<file path="config.mk">
export PLATFORM = sky130hd
export DESIGN_NAME = instr_decode_stage_flat
export DESIGN_NICKNAME = d
export VERILOG_FILES = /design/src/rtl/instr_decode_stage_pkg.sv /design/src/rtl/instr_decode_stage_if.sv /design/src/rtl/instr_decode_stage_fifo.sv /design/src/rtl/instr_decode_stage.sv /design/src/flat_wrapper.sv
export SDC_FILE = /design/constraint.sdc
export NUM_CORES = 1
export LEC_CHECK = 0
export BUFFER_PORTS_ARGS = -buffer_cell sky130_fd_sc_hd__clkbuf_2
export CORE_UTILIZATION = 40
export CTS_CLUSTER_DIAMETER = 150
export DETAILED_ROUTE_END_ITERATION = 8
export SLEW_MARGIN = 20
export SYNTH_ARGS = -nofsm -noshare
export SYNTH_HDL_FRONTEND = slang
export SYNTH_HIERARCHICAL = 1
export SYNTH_SLANG_ARGS = --single-unit
</file>
<file path="constraint.sdc">
create_clock -name clk -period 3.05 [get_ports clk]
set_clock_uncertainty 0.15 [all_clocks]
set_input_delay 0.61 -clock clk [delete_from_list [all_inputs] [get_ports clk]]
set_output_delay 0.61 -clock clk [all_outputs]
set_load 0.02 [all_outputs]
</file>
<file path="src/rtl/instr_decode_stage_pkg.sv">
// rtl/instr_decode_stage_pkg.sv - decode-stage types, field positions and the instruction decoder
// Shared by the FIFO-buffered decode stage and anything that needs to read its bundles.
package PkgInstrDecodeStage;

   localparam int GROUP_LSB = 28;
   localparam int RA_LSB    = 24;
   localparam int RB_LSB    = 20;
   localparam int RC_LSB    = 16;
   localparam int OPC_LSB   = 0;
   localparam int IMM_LSB   = 0;

   localparam logic [3:0] BNE_TWOREGS_ONESIMM = 4'h9;
   localparam logic [3:0] CALLEQ_THREEREGS    = 4'h1;
   localparam logic [3:0] STB_THREEREGSLDST   = 4'h3;

   typedef struct packed {
      logic [3:0]  group;
      logic [3:0]  ra_index;
      logic [3:0]  rb_index;
      logic [3:0]  rc_index;
      logic [3:0]  opcode;
      logic [15:0] imm_val;
      logic        causes_stall;
      logic        illegal;
   } PortOut_InstrDecodeStage;

   typedef enum logic [1:0] {
      ST_RUN        = 2'd0,
      ST_WAIT_CLEAR = 2'd1,
      ST_HALT       = 2'd2
   } state_t;

   function automatic PortOut_InstrDecodeStage decode_instr(input logic [31:0] instr);
      PortOut_InstrDecodeStage d;
      d          = '0;
      d.group    = instr[GROUP_LSB +: 4];
      d.ra_index = instr[RA_LSB +: 4];
      d.rb_index = instr[RB_LSB +: 4];
      if (d.group == 4'd1) begin
         // Immediate format: opcode moves up into the rc slot, low half is the immediate.
         d.opcode       = instr[RC_LSB +: 4];
         d.imm_val      = instr[IMM_LSB +: 16];
         d.causes_stall = (d.opcode >= BNE_TWOREGS_ONESIMM);
      end else begin
         d.rc_index = instr[RC_LSB +: 4];
         d.opcode   = instr[OPC_LSB +: 4];
         case (d.group)
            4'd0:    d.causes_stall = 1'b0;
            4'd2:    d.causes_stall = (d.opcode <= CALLEQ_THREEREGS);
            4'd3:    d.causes_stall = (d.opcode <= STB_THREEREGSLDST);
            default: d.illegal      = 1'b1;
         endcase
      end
      return d;
   endfunction

endpackage

</file>
<file path="src/rtl/instr_decode_stage_if.sv">
// rtl/instr_decode_stage_if.sv - fetch-side and execute-side handshakes of the decode stage
interface instr_decode_stage_if;
   import PkgInstrDecodeStage::*;

   logic                    in_valid;
   logic [31:0]             in_instr;
   logic                    in_ready;
   logic                    out_valid;
   PortOut_InstrDecodeStage out;
   logic                    out_ready;

   modport master (
      output in_valid, in_instr, out_ready,
      input  in_ready, out_valid, out
   );

   modport slave (
      input  in_valid, in_instr, out_ready,
      output in_ready, out_valid, out
   );

endinterface

</file>
<file path="src/rtl/instr_decode_stage_fifo.sv">
// rtl/instr_decode_stage_fifo.sv - synchronous instruction FIFO with clear
module instr_fifo #(
   parameter int DEPTH = 4,
   parameter int WIDTH = 32
) (
   input  logic                       clk,
   input  logic                       rst,
   input  logic                       push,
   input  logic                       pop,
   input  logic                       clear,
   input  logic [WIDTH-1:0]           wdata,
   output logic [WIDTH-1:0]           rdata,
   output logic                       full,
   output logic                       empty,
   output logic [$clog2(DEPTH+1)-1:0] count
);
   localparam int PW = $clog2(DEPTH);
   localparam int CW = $clog2(DEPTH+1);

   logic [WIDTH-1:0] mem [DEPTH];
   logic [PW-1:0]    rd_ptr;
   logic [PW-1:0]    wr_ptr;
   logic [CW-1:0]    count_q;
   logic             do_push;
   logic             do_pop;

   assign full    = (count_q == CW'(DEPTH));
   assign empty   = (count_q == '0);
   assign count   = count_q;
   assign rdata   = mem[rd_ptr];
   assign do_push = push && !full && !clear;
   assign do_pop  = pop && !empty && !clear;

   always_ff @(posedge clk) begin
      if (do_push) begin
         mem[wr_ptr] <= wdata;
      end
   end

   // DEPTH is a power of two, so the pointers wrap on natural overflow.
   always_ff @(posedge clk) begin
      if (rst || clear) begin
         rd_ptr  <= '0;
         wr_ptr  <= '0;
         count_q <= '0;
      end else begin
         if (do_push) begin
            wr_ptr <= wr_ptr + PW'(1);
         end
         if (do_pop) begin
            rd_ptr <= rd_ptr + PW'(1);
         end
         case ({do_push, do_pop})
            2'b10:   count_q <= count_q + CW'(1);
            2'b01:   count_q <= count_q - CW'(1);
            default: count_q <= count_q;
         endcase
      end
   end

endmodule

</file>
<file path="src/rtl/instr_decode_stage.sv">
// rtl/instr_decode_stage.sv - buffered decode stage with stall tracking and illegal-instruction halt
module instr_decode_stage #(
   parameter int FIFO_DEPTH      = 4,
   parameter bit HALT_ON_ILLEGAL = 1'b1
) (
   input  logic                 clk,
   input  logic                 rst,
   instr_decode_stage_if.slave  bus,
   input  logic                 stall_clear,
   input  logic                 flush,
   output logic                 halted
);
   import PkgInstrDecodeStage::*;

   localparam int CW = $clog2(FIFO_DEPTH+1);

   logic                    fifo_full;
   logic                    fifo_empty;
   logic [CW-1:0]           fifo_count;
   logic [31:0]             fifo_head;
   logic                    push;
   logic                    load;
   PortOut_InstrDecodeStage head_dec;
   PortOut_InstrDecodeStage out_q;
   logic                    out_valid_q;
   state_t                  state;

   assign bus.in_ready  = !fifo_full && !flush;
   assign bus.out_valid = out_valid_q;
   assign bus.out       = out_q;
   assign halted        = (state == ST_HALT);

   assign push     = bus.in_valid && bus.in_ready;
   assign head_dec = decode_instr(fifo_head);
   assign load     = !fifo_empty && (state == ST_RUN) && (!out_valid_q || bus.out_ready) && !flush;

   instr_fifo #(
      .DEPTH (FIFO_DEPTH),
      .WIDTH (32)
   ) u_fifo (
      .clk   (clk),
      .rst   (rst),
      .push  (push),
      .pop   (load),
      .clear (flush),
      .wdata (bus.in_instr),
      .rdata (fifo_head),
      .full  (fifo_full),
      .empty (fifo_empty),
      .count (fifo_count)
   );

   always_ff @(posedge clk) begin
      if (rst) begin
         out_valid_q <= 1'b0;
         out_q       <= '0;
         state       <= ST_RUN;
      end else if (flush) begin
         out_valid_q <= 1'b0;
         state       <= ST_RUN;
      end else begin
         if (load) begin
            out_q       <= head_dec;
            out_valid_q <= 1'b1;
            if (head_dec.causes_stall) begin
               state <= ST_WAIT_CLEAR;
            end else if (head_dec.illegal && HALT_ON_ILLEGAL) begin
               state <= ST_HALT;
            end
         end else if (out_valid_q && bus.out_ready) begin
            out_valid_q <= 1'b0;
         end
         // Loads are blocked outside RUN, so this never races a load.
         if ((state == ST_WAIT_CLEAR) && stall_clear) begin
            state <= ST_RUN;
         end
      end
   end

   full_matches_count: assert property (@(posedge clk) disable iff (rst)
      fifo_full == (fifo_count == CW'(FIFO_DEPTH)));

endmodule

</file>
<file path="src/flat_wrapper.sv">
// flat-port wrapper written by rule: the top's interface ports become plain ports
module instr_decode_stage_flat import PkgInstrDecodeStage::*;
#(
   parameter int FIFO_DEPTH      = 4,
   parameter bit HALT_ON_ILLEGAL = 1'b1
)
  (clk, rst, stall_clear, flush, halted, bus_in_valid, bus_in_instr, bus_out_ready, bus_in_ready, bus_out_valid, bus_out);
  instr_decode_stage_if bus_i ();
  input  logic clk;
  input  logic rst;
  input  logic stall_clear;
  input  logic flush;
  output logic halted;
  input wire logic [$bits(bus_i.in_valid)-1:0] bus_in_valid;
  input wire logic [$bits(bus_i.in_instr)-1:0] bus_in_instr;
  input wire logic [$bits(bus_i.out_ready)-1:0] bus_out_ready;
  output wire logic [$bits(bus_i.in_ready)-1:0] bus_in_ready;
  output wire logic [$bits(bus_i.out_valid)-1:0] bus_out_valid;
  output wire logic [$bits(bus_i.out)-1:0] bus_out;
  assign bus_i.in_valid = bus_in_valid;
  assign bus_i.in_instr = bus_in_instr;
  assign bus_i.out_ready = bus_out_ready;
  assign bus_in_ready = bus_i.in_ready;
  assign bus_out_valid = bus_i.out_valid;
  assign bus_out = bus_i.out;
  instr_decode_stage #(.FIFO_DEPTH(FIFO_DEPTH), .HALT_ON_ILLEGAL(HALT_ON_ILLEGAL)) u_core (.clk(clk), .rst(rst), .bus(bus_i), .stall_clear(stall_clear), .flush(flush), .halted(halted));
endmodule
</file>
==> results of run 1 <==
-- logic make-up after synthesis --
logic type,share of synthesized area
flip-flops,0.723
AND/OR/NAND/NOR,0.0758
AO/OA/AOI/OAI,0.0465
multiplexers,0.117
buffers and inverters,0.0230
adder cells (fa/ha/maj),0.0123
XOR/XNOR,0.00262
-- registers in the layout, summed over array words and instances, names as in the netlist, named ones only --
signal                flops
u_core/u_fifo/wr_ptr      2
u_core/bus.out           38
u_core/bus.out_valid      1
u_core/u_fifo/mem       128
u_core/u_fifo/count       3
u_core/u_fifo/rd_ptr      2
u_core/state              2
-- per-layer routing --
layer  global-route usage  up-vias  wire [um]
met5                    0        -          0
met4               0.0788        0        286
met3               0.0432       20        603
met2                0.272       79       6550
met1                0.197     1896       5760
li1                     -     1741          -
-- worst paths after layout --
path / startpoint / endpoint / slack, ps / depth (start not counted)
min reg2reg: u_core/bus.out[3] / u_core/bus.out[3] / 300 / 2
max: u_core/u_fifo/count[2] / u_core/u_fifo/count[2] / 180 / 13
max reg2reg: u_core/u_fifo/count[2] / u_core/u_fifo/count[2] / 180 / 13
min: bus_in_instr[9] / u_core/u_fifo/mem[1][9] / 260 / 1
-- final cells by class --
type	instances	area share
sequential	178	0.604
clock inverter	8	0.00935
antenna	1	0.000312
tap	216	0.0337
clock buffer	24	0.0639
multi-input combinational	200	0.213
timing repair buffer	94	0.0714
inverter	9	0.00421
-- Yosys cell counts (2+ instances only) --
master and n:
edfxtp_1 128, dfxtp_1 50, nand2_1 46, a21oi_1 38, mux4_2 32, nand3_1 18, nor2_1 11, clkbuf_1 8
inv_1 8, buf_4 7, mux2i_1 6, a211oi_1 5, ha_1 5, nand3b_1 5, and3_2 4, buf_1 3
o21ai_0 3, buf_2 2, nand2b_1 2, or3_1 2, xor2_1 2
-- per-stage QoR --
stage | utilization | total power (uW)
2_1_floorplan | - | 2720
3_3_place_gp | 0.461 | 2790
3_5_place_dp | 0.461 | 2790
4_1_cts | 0.498 | 4900
5_1_grt | 0.498 | 5000
6_report | 0.498 | 4840
-- worst max-delay path, delay by kind of cell, from the launching register on --
family	cells	cell delay, ps
buffers and inverters	3	180
AND/OR/NAND/NOR	6	1290
XOR/XNOR	1	150
flip-flops	1	350
adder cells (fa/ha/maj)	2	540
AO/OA/AOI/OAI	1	140
-- power groups by stage --
stage | Clock (uW) | Combinational [uW] | Sequential [uW]
after global placement | 0 | 121 | 2670
after detailed placement | 0 | 125 | 2670
final | 2110 | 124 | 2610
after CTS | 2160 | 126 | 2610
after floorplan | 0 | 53.4 | 2670
after global routing | 2240 | 137 | 2620
==> impl_results.md, run 1 <==
* Total Wirelength at 13200 um
* Min setup slack post-route at 177 ps
* DP Worst Slack at about 67 ps
* Router iterations before antenna repair at 4
* Die ar. at around 17000 um^2
* Syn Nets at 453
* Post-CTS Resized at 0
* Post-synth EDFFs at 128
* Via-to-Cell Ratio at a little over 5
* P_int at 3920 uW
* Clk pwr share at 0.435
* Antenna violation net count after detailed routing at 0
* Status: finished, final reports clean
* Max VDD drop at 0.390 mV
* Via count at ~3700
* Leak Pwr at 0.00270 uW
* Critical path type: reg -> reg
* Dpl hpwl at between 8000 and 9000 um
* Worst Max-Slew Pin Slew at 736 ps
* Critical Path Fanout Max at 4
* Global route overflow at 0
* CTS Buf Count at 17
* Row Count at 46
* Crit path time final at 2870 ps
* Die height at 131 um
* Post-placement cell count at 697
* Filler instances at 1389
* Core Box Area at 16100 um^2
* Hold Slack at 257 ps
* CP required at between 3000 and 4000 ps
* Final Setup Violations at 0
* Synth area leader: edfxtp_1
* Most frequent cells in the layout: edfxtp_1, clkbuf_2, dfxtp_1, nand2_1, a21oi_1
* CP arrival at roughly 3100 ps
* H-Tree Depth at 4
* Seq pwr share at 0.540
* Flops & latches, synth at roughly 180
* Unrepaired setup endpoints after global routing: no
* Clk Latency, worst-skew pair at 420 ps
* Final GP Congestion at between 0.7 and 0.8
* Max-Cap Viols at 0
* Multi-input logic area at 1710 um^2
* Vias in the first global route at between 3000 and 4000
* Register area at 4850 um^2
* GRT Overall Usage at 0.163
* Sequential share of the synthesized area at 0.723
* Initial DRC count at roughly 170
* Slowest stage delay, CP at ~400 ps
* Async set-reset flop share out of synthesis at 0
* Slew Viols, Final at 0
* CTS tree: yes
* Sink Count at 178
* Largest net degree at the start of global routing at 45
* Die W at 131 um
* TNS Setup at 0 ps
* Wire length per cell at around 18 um
* Post-layout net count at 544
* Post-synth top area share at 0.574
* Top-level port count at 79
* Post-Syn Instances at 409
* CTS Root Cell: clkbuf_16
* Synthesis warning total at 6
* Yosys cell types at 45
* Post-Synthesis Cell Area at 6700 um^2
* Hold WC Path Type: in -> reg
* Worst setup EP type: flip-flop
* Fmax at about 350 MHz
* Pwr/cell area at 604 nW/um^2
* Initial Utilization at 0.416
* Most used cell, CP: inv_1
* Hold Fails Final Rpt at 0
* IO buf count at 78
* Area Overhead vs Synth at 19.8%
* Cell Count, Final, Fillers Out at 730
* Sw Pwr at 928 uW
* Worst-path cell chain: or3b_1 > inv_1 > nor2_1 > and2_1 > nor2b_1 > and2_4 > inv_1 > ha_1 > inv_1 > fa_1 > xor2_1 > or3_2 > a21oi_1
* CTS Hold Buffers Added at 0
* Fraction of layout cells with a size suffix above 1 at 0.337
* Placed inst area at ~7400 um^2
* Mean post-synth cell area at around 16 um^2
* Final instance area at 8030 um^2
* First-pass GRT wire length at 21100 um
* Gate power share at 0.026
* Top FF cell, synth: edfxtp_1
* CP max-delay cell: or3_2
* Switching share of power at 0.192
* Synth top area cells: edfxtp_1, dfxtp_1, mux4_2
* Longest Clk Path Bufs at 2
* Fin crit share at 0.942
* Initial antenna violation count at 1
* CP startpoint kind: flip-flop
* CTS clk-pin slew, worst paths at ~60 ps
* DRC at 0
* Most common cell after layout, fill and taps aside: edfxtp_1
* Postcts setup bufs at 0
* Slew HR at 0.505
Power figures use the tool's default switching activity.
==> inputs of run 2 (changes only) <==
BUFFER_PORTS_ARGS = -buffer_cell sky130_fd_sc_hd__buf_2   (was -buffer_cell sky130_fd_sc_hd__clkbuf_2)
clock period = 3.1 ns   (was 3.05 ns; I/O delays follow)
==> run 2 against run 1 <==
Net effect: global-route usage down 0.067 points; clock power up 9.5%; setup slack better by 18 ps; via count down 0.29%; register-to-register slack better by 20 ps; sequential cell count unchanged; total power up 3.3%; die area unchanged; clock-buffer cell count down 1; final area up 0.37%; critical endpoint unchanged; largest cell class unchanged; largest power group unchanged.
==> impl_results.md, run 2 (synthesis gave the netlist of run 1 again) <==
* Worst setup EP type: flip-flop
* Longest Clk Path Bufs at 2 (unchanged)
* Min setup slack post-route at 195 ps (+18.2 ps)
* Postcts setup bufs at 0 (unchanged)
* Post-layout net count at 542 (-0.37%)
* DRC at 0 (unchanged)
* Via-to-Cell Ratio at 5.11 (-0.16%)
* Dpl hpwl at 8090 um (-1.3%)
* Via count at 3725 (-0.29%)
* Clk Latency, worst-skew pair at 420 ps (about the same)
* Core Box Area at 16100 um^2 (unchanged)
* Pwr Total at 5000 uW (+3.3%)
* Fraction of layout cells with a size suffix above 1 at 0.333 (-0.00455)
* Hold Slack at 265 ps (+8.13 ps)
* Total Wirelength at 13300 um (+0.45%)
* Hold Fails Final Rpt at 0 (unchanged)
* Die height at 131 um (unchanged)
* Initial antenna violation count at 1 (unchanged)
* Pwr/cell area at 621 nW/um^2 (+2.9%)
* Leak Pwr at 0.00273 uW (+1.0%)
* CTS clk-pin slew, worst paths at 60 ps (about the same)
* Die W at 131 um (unchanged)
* Top-level port count at 79 (unchanged)
* Critical Path Fanout Max at 4 (unchanged)
* Critical path type: reg -> reg
* Max reg flops at 128 (unchanged)
* Most common cell after layout, fill and taps aside: edfxtp_1
* CP arrival at 3090 ps (+20 ps)
* GRT Overall Usage at 0.163 (-0.000668)
* Initial DRC count at 217 (+31%)
* CTS tree: yes
* Router iterations before antenna repair at 5 (+1)
* Vias in the first global route at 3834 (-0.62%)
* Unrepaired setup endpoints after global routing: no
* Post-placement cell count at 695 (-0.29%)
* Initial Utilization at 0.416 (unchanged)
* Crit path time final at 2900 ps (+31.8 ps)
* Hold WC Path Type: in -> reg
* Cell Count, Final, Fillers Out at 729 (-0.14%)
* First-pass GRT wire length at 20900 um (-0.75%)
* Wire length per cell at 18.2 um (+0.59%)
* Most frequent cells in the layout: edfxtp_1, buf_2, dfxtp_1, nand2_1, a21oi_1
* Final GP Congestion at 0.689 (-2.8%)
* Slew Viols, Final at 0 (unchanged)
* IO buf count at 78 (unchanged)
* Global route overflow at 0 (unchanged)
* TNS Setup at 0 ps (unchanged)
* Row Count at 46 (unchanged)
* Fin crit share at 0.937 (-0.00493)
* Largest reg by FF count: u_core/u_fifo/mem
* CTS Buf Count at 17 (unchanged)
* Max-Cap Viols at 0 (unchanged)
* Worst Max-Slew Pin Slew at 607 ps (-129 ps)
* Final Setup Violations at 0 (unchanged)
* Sink Count at 178 (unchanged)
* Die ar. at 17300 um^2 (unchanged)
* Slew HR at 0.592 (+0.0867)
* Max VDD drop at 0.393 mV (+0.73%)
* CP startpoint kind: flip-flop
* Fmax at 344 MHz (-1.1%)
* H-Tree Depth at 4 (unchanged)
* CTS Root Cell: clkbuf_16
* Area Overhead vs Synth at 20.3%
* CP required at 3290 ps (+40 ps)
* DP Worst Slack at 105 ps (+38.0 ps)
* Status: finished, final reports clean
* Largest net degree at the start of global routing at 45 (unchanged)
* Antenna violation net count after detailed routing at 0 (unchanged)
==> run 2: cell types whose count changed in the layout (fill, tap and decap cells not counted), moves of 2 or more <==
cell | previous run | this run
buf_2 | 0 | 78
clkbuf_2 | 78 | 0
clkbuf_8 | 4 | 2
clkinv_2 | 4 | 1
clkbuf_1 | 2 | 4
bufinv_16 | 1 | 5
==> run 2: area by class of cell <==
| cell class | instances | area, um^2 |
|---|---|---|
| antenna | 2 | 5.00 |
| multi-input combinational | 200 | 1710 |
| inverter | 9 | 33.8 |
| clock buffer | 23 | 468 |
| tap | 216 | 270 |
| sequential | 178 | 4850 |
| clock inverter | 9 | 180 |
| timing repair buffer | 92 | 546 |
| fill | 1373 | 8060 |
==> run 2: worst paths after layout <==
check	start	end	slack, ps	depth (start not counted)
worst max register to register	u_core/u_fifo/count[1]	u_core/u_fifo/count[2]	200	13
worst min register to register	u_core/bus.out[4]	u_core/bus.out[4]	300	2
worst min-delay path	bus_in_instr[27]	u_core/u_fifo/mem[0][27]	270	1
worst max-delay path	u_core/u_fifo/count[1]	u_core/u_fifo/count[2]	200	13
==> run 2: metal layers <==
metal | wire length, um | GRT usage | vias to the layer above
met4 | 254 | 0.0698 | 0
met2 | 6430 | 0.260 | 110
li1 | - | - | 1738
met5 | 0 | 0 | -
met1 | 5910 | 0.212 | 1856
met3 | 673 | 0.0397 | 21
==> run 2: report_power, final <==
group          leakage (uW)  switching (uW)  internal [uW]
Combinational      0.000855            74.6           46.3
Sequential          0.00156            6.04           2570
Clock              0.000312             833           1480
Total               0.00273             914           4090
==> run 2: critical path, cell delays in order, from the launching register on <==
cell     delay (ps)
dfxtp_1         330
or3b_1          400
inv_1            60
nor2_1           40
and2_1          160
nor2b_1         140
and2_4          170
inv_1            50
ha_1            170
inv_1            60
fa_1            370
xor2_1          160
or3_2           410
a21oi_1         160
==> run 2: timing repair <==
action,in CTS,in global routing
hold buffers,0,0
hold endpoints to repair,0,0
resized for setup,0,1
setup endpoints to repair,0,1
==> run 2: through the flow <==
stage | area [um^2] | utilization
after floorplan | 6700 | -
after global placement | 7400 | 0.459
after detailed placement | 7400 | 0.459
after CTS | 8050 | 0.500
after global routing | 8050 | 0.500
final | 8060 | 0.500
==> inputs of run 3 (changes only) <==
CORE_UTILIZATION = 35   (was 40)
==> run 3 against run 2 <==
Net effect: core utilization decreased by 7.0 points; clock power shrank 6%; hold slack got worse by 5.2 ps; clock-buffer cell count decreased by 2; final cell count increased by 2.6%; register-to-register slack is essentially flat; highest routed layer unchanged; total power decreased by 2.5%; global-route usage fell by 1.4 points; critical endpoint unchanged.
==> impl_results.md, run 3 (synthesis gave the netlist of run 1 again) <==
* Status: finished, final reports clean
* Worst path bufs/invs at 3 (unchanged)
* Crit path time final at 2910 ps (+0.540 ps)
* Max VDD drop at 0.397 mV (+1.1%)
* Top-level port count at 79 (unchanged)
* Most common cell after layout, fill and taps aside: edfxtp_1
* Unrepaired setup endpoints after global routing: no
* Final Setup Violations at 0 (unchanged)
* Worst-path cell chain: or3b_1 > inv_1 > nor2_1 > and2_1 > nor2b_1 > and2_4 > inv_1 > ha_1 > inv_1 > fa_1 > xor2_1 > or3_2 > a21oi_1
* Fmax at 344 MHz (about the same)
* Post-CTS Resized at 0 (unchanged)
* Area Overhead vs Synth at 20.1%
* Most frequent cells in the layout: edfxtp_1, buf_2, dfxtp_1, nand2_1, a21oi_1
* Filler instances at 1670 (+22%)
* DRC at 0 (unchanged)
* Sink Count at 178 (unchanged)
* Die ar. at 19700 um^2 (+14%)
* First-pass GRT wire length at 21300 um (+1.8%)
* CP arrival at 3110 ps (+20 ps)
* CTS Buf Count at 17 (unchanged)
* Antenna violation net count after detailed routing at 0 (unchanged)
* Core Box Area at 18700 um^2 (+16%)
* Worst setup EP type: flip-flop
* Largest reg by FF count: u_core/u_fifo/mem
* Most used cell, CP: inv_1
* Wire length per cell at 18.3 um (+0.33%)
* Max-Cap Viols at 0 (unchanged)
* CTS tree: yes
* Via count at 3703 (-0.59%)
* Fraction of layout cells with a size suffix above 1 at 0.333 (+0.000652)
* Total Wirelength at 13700 um (+2.9%)
* Leak Pwr at 0.00272 uW (-0.30%)
* CP startpoint kind: flip-flop
* Slew Viols, Final at 0 (unchanged)
* GRT Overall Usage at 0.149 (-0.0141)
* Fin crit share at 0.937 (about the same)
* IO buf count at 78 (unchanged)
* CTS clk-pin slew, worst paths at 70 ps (about the same)
* Slowest stage delay, CP at 410 ps (about the same)
* Hold Fails Final Rpt at 0 (unchanged)
* Final core utilization at 0.430 (-0.0697)
* Pwr/cell area at 606 nW/um^2 (-2.4%)
* Critical Path Fanout Max at 4 (unchanged)
* Worst Max-Slew Pin Slew at 938 ps (+331 ps)
* Postcts setup bufs at 0 (unchanged)
* Longest Clk Path Bufs at 2 (unchanged)
* Final GP Congestion at 0.698 (+1.2%)
* Max reg flops at 128 (unchanged)
* CP delay by family, top: simple AND/OR/NAND/NOR gates
* Initial DRC count at 228 (+5.1%)
* Post-layout net count at 544 (+0.37%)
* Router iterations before antenna repair at 5 (unchanged)
* Dpl hpwl at 8740 um (+8.1%)
* Initial antenna violation count at 1 (unchanged)
* Largest net degree at the start of global routing at 45 (unchanged)
* Clk Latency, worst-skew pair at 430 ps (about the same)
* CP max-delay cell: or3_2
* Row Count at 50 (+8.7%)
* Register area at 4850 um^2 (unchanged)
* Initial Utilization at 0.358 (-0.0576)
* CTS Hold Buffers Added at 0 (unchanged)
* Via-to-Cell Ratio at 4.95 (-3.1%)
* Multi-input logic area at 1710 um^2 (unchanged)
* Die height at 140 um (+6.8%)
* CP required at 3300 ps (about the same)
* Slew HR at 0.375 (-0.218)
* H-Tree Depth at 4 (unchanged)
* Die W at 140 um (+6.8%)
* Hold WC Path Type: in -> reg
* Global route overflow at 0 (unchanged)
* CTS Root Cell: clkbuf_16
* Critical path type: reg -> reg
* Vias in the first global route at 3816 (-0.47%)
* TNS Setup at 0 ps (unchanged)
## run 3: cell count changes in the layout (fill, tap and decap cells not counted), sizes merged
cell    change
diode       -1
clkbuf      -2
clkinv      +3
buf         +2
bufinv      -1
## run 3: path summary, 6_finish.rpt
path	startpoint	end	slack, ps	cells past startpoint
setup / recovery	u_core/u_fifo/count[1]	u_core/u_fifo/count[2]	190	13
hold / removal	bus_in_instr[27]	u_core/u_fifo/mem[2][27]	260	1
setup reg to reg	u_core/u_fifo/count[1]	u_core/u_fifo/count[2]	190	13
hold reg to reg	u_core/bus.out[6]	u_core/bus.out[6]	300	2
## run 3: cell type report
class,instances,share of cell area
repair buffers,94,0.0697
clock buffers,21,0.0547
diodes,1,0.000311
flip-flops and latches,178,0.602
well taps,234,0.0364
clock inverters,11,0.0204
multi-input cells,200,0.212
inverters,9,0.00420
## run 3: report_power, final
part	leakage, uW	total [uW]	internal, uW	switching (uW)
combinational	0.000866	122	46.5	75.3
clock	0.000292	2180	1340	839
sequential	0.00156	2570	2570	5.82
total	0.00272	4880	3960	920
## run 3: metal layers
layer  GRT usage  vias to the layer above  share of wire
met3      0.0479                       16          0.048
met5           0                        -              0
met2       0.250                       93           0.51
li1            -                     1745              -
met4      0.0515                        0          0.012
met1       0.180                     1849           0.43
## run 3: per-stage QoR
step | total power (uW) | std cells | cell area (um^2) | setup WS [ps] | hold slack [ps]
after CTS | 4930 | 747 | 8040 | 182 | 242
after floorplan | 2680 | 409 | 6700 | 25.3 | 309
final | 4880 | 748 | 8050 | 195 | 260
after global placement | 2740 | 715 | 7440 | 129 | 286
after detailed placement | 2750 | 715 | 7440 | 12.5 | 291
after global routing | 5030 | 748 | 8050 | 6.93 | 243
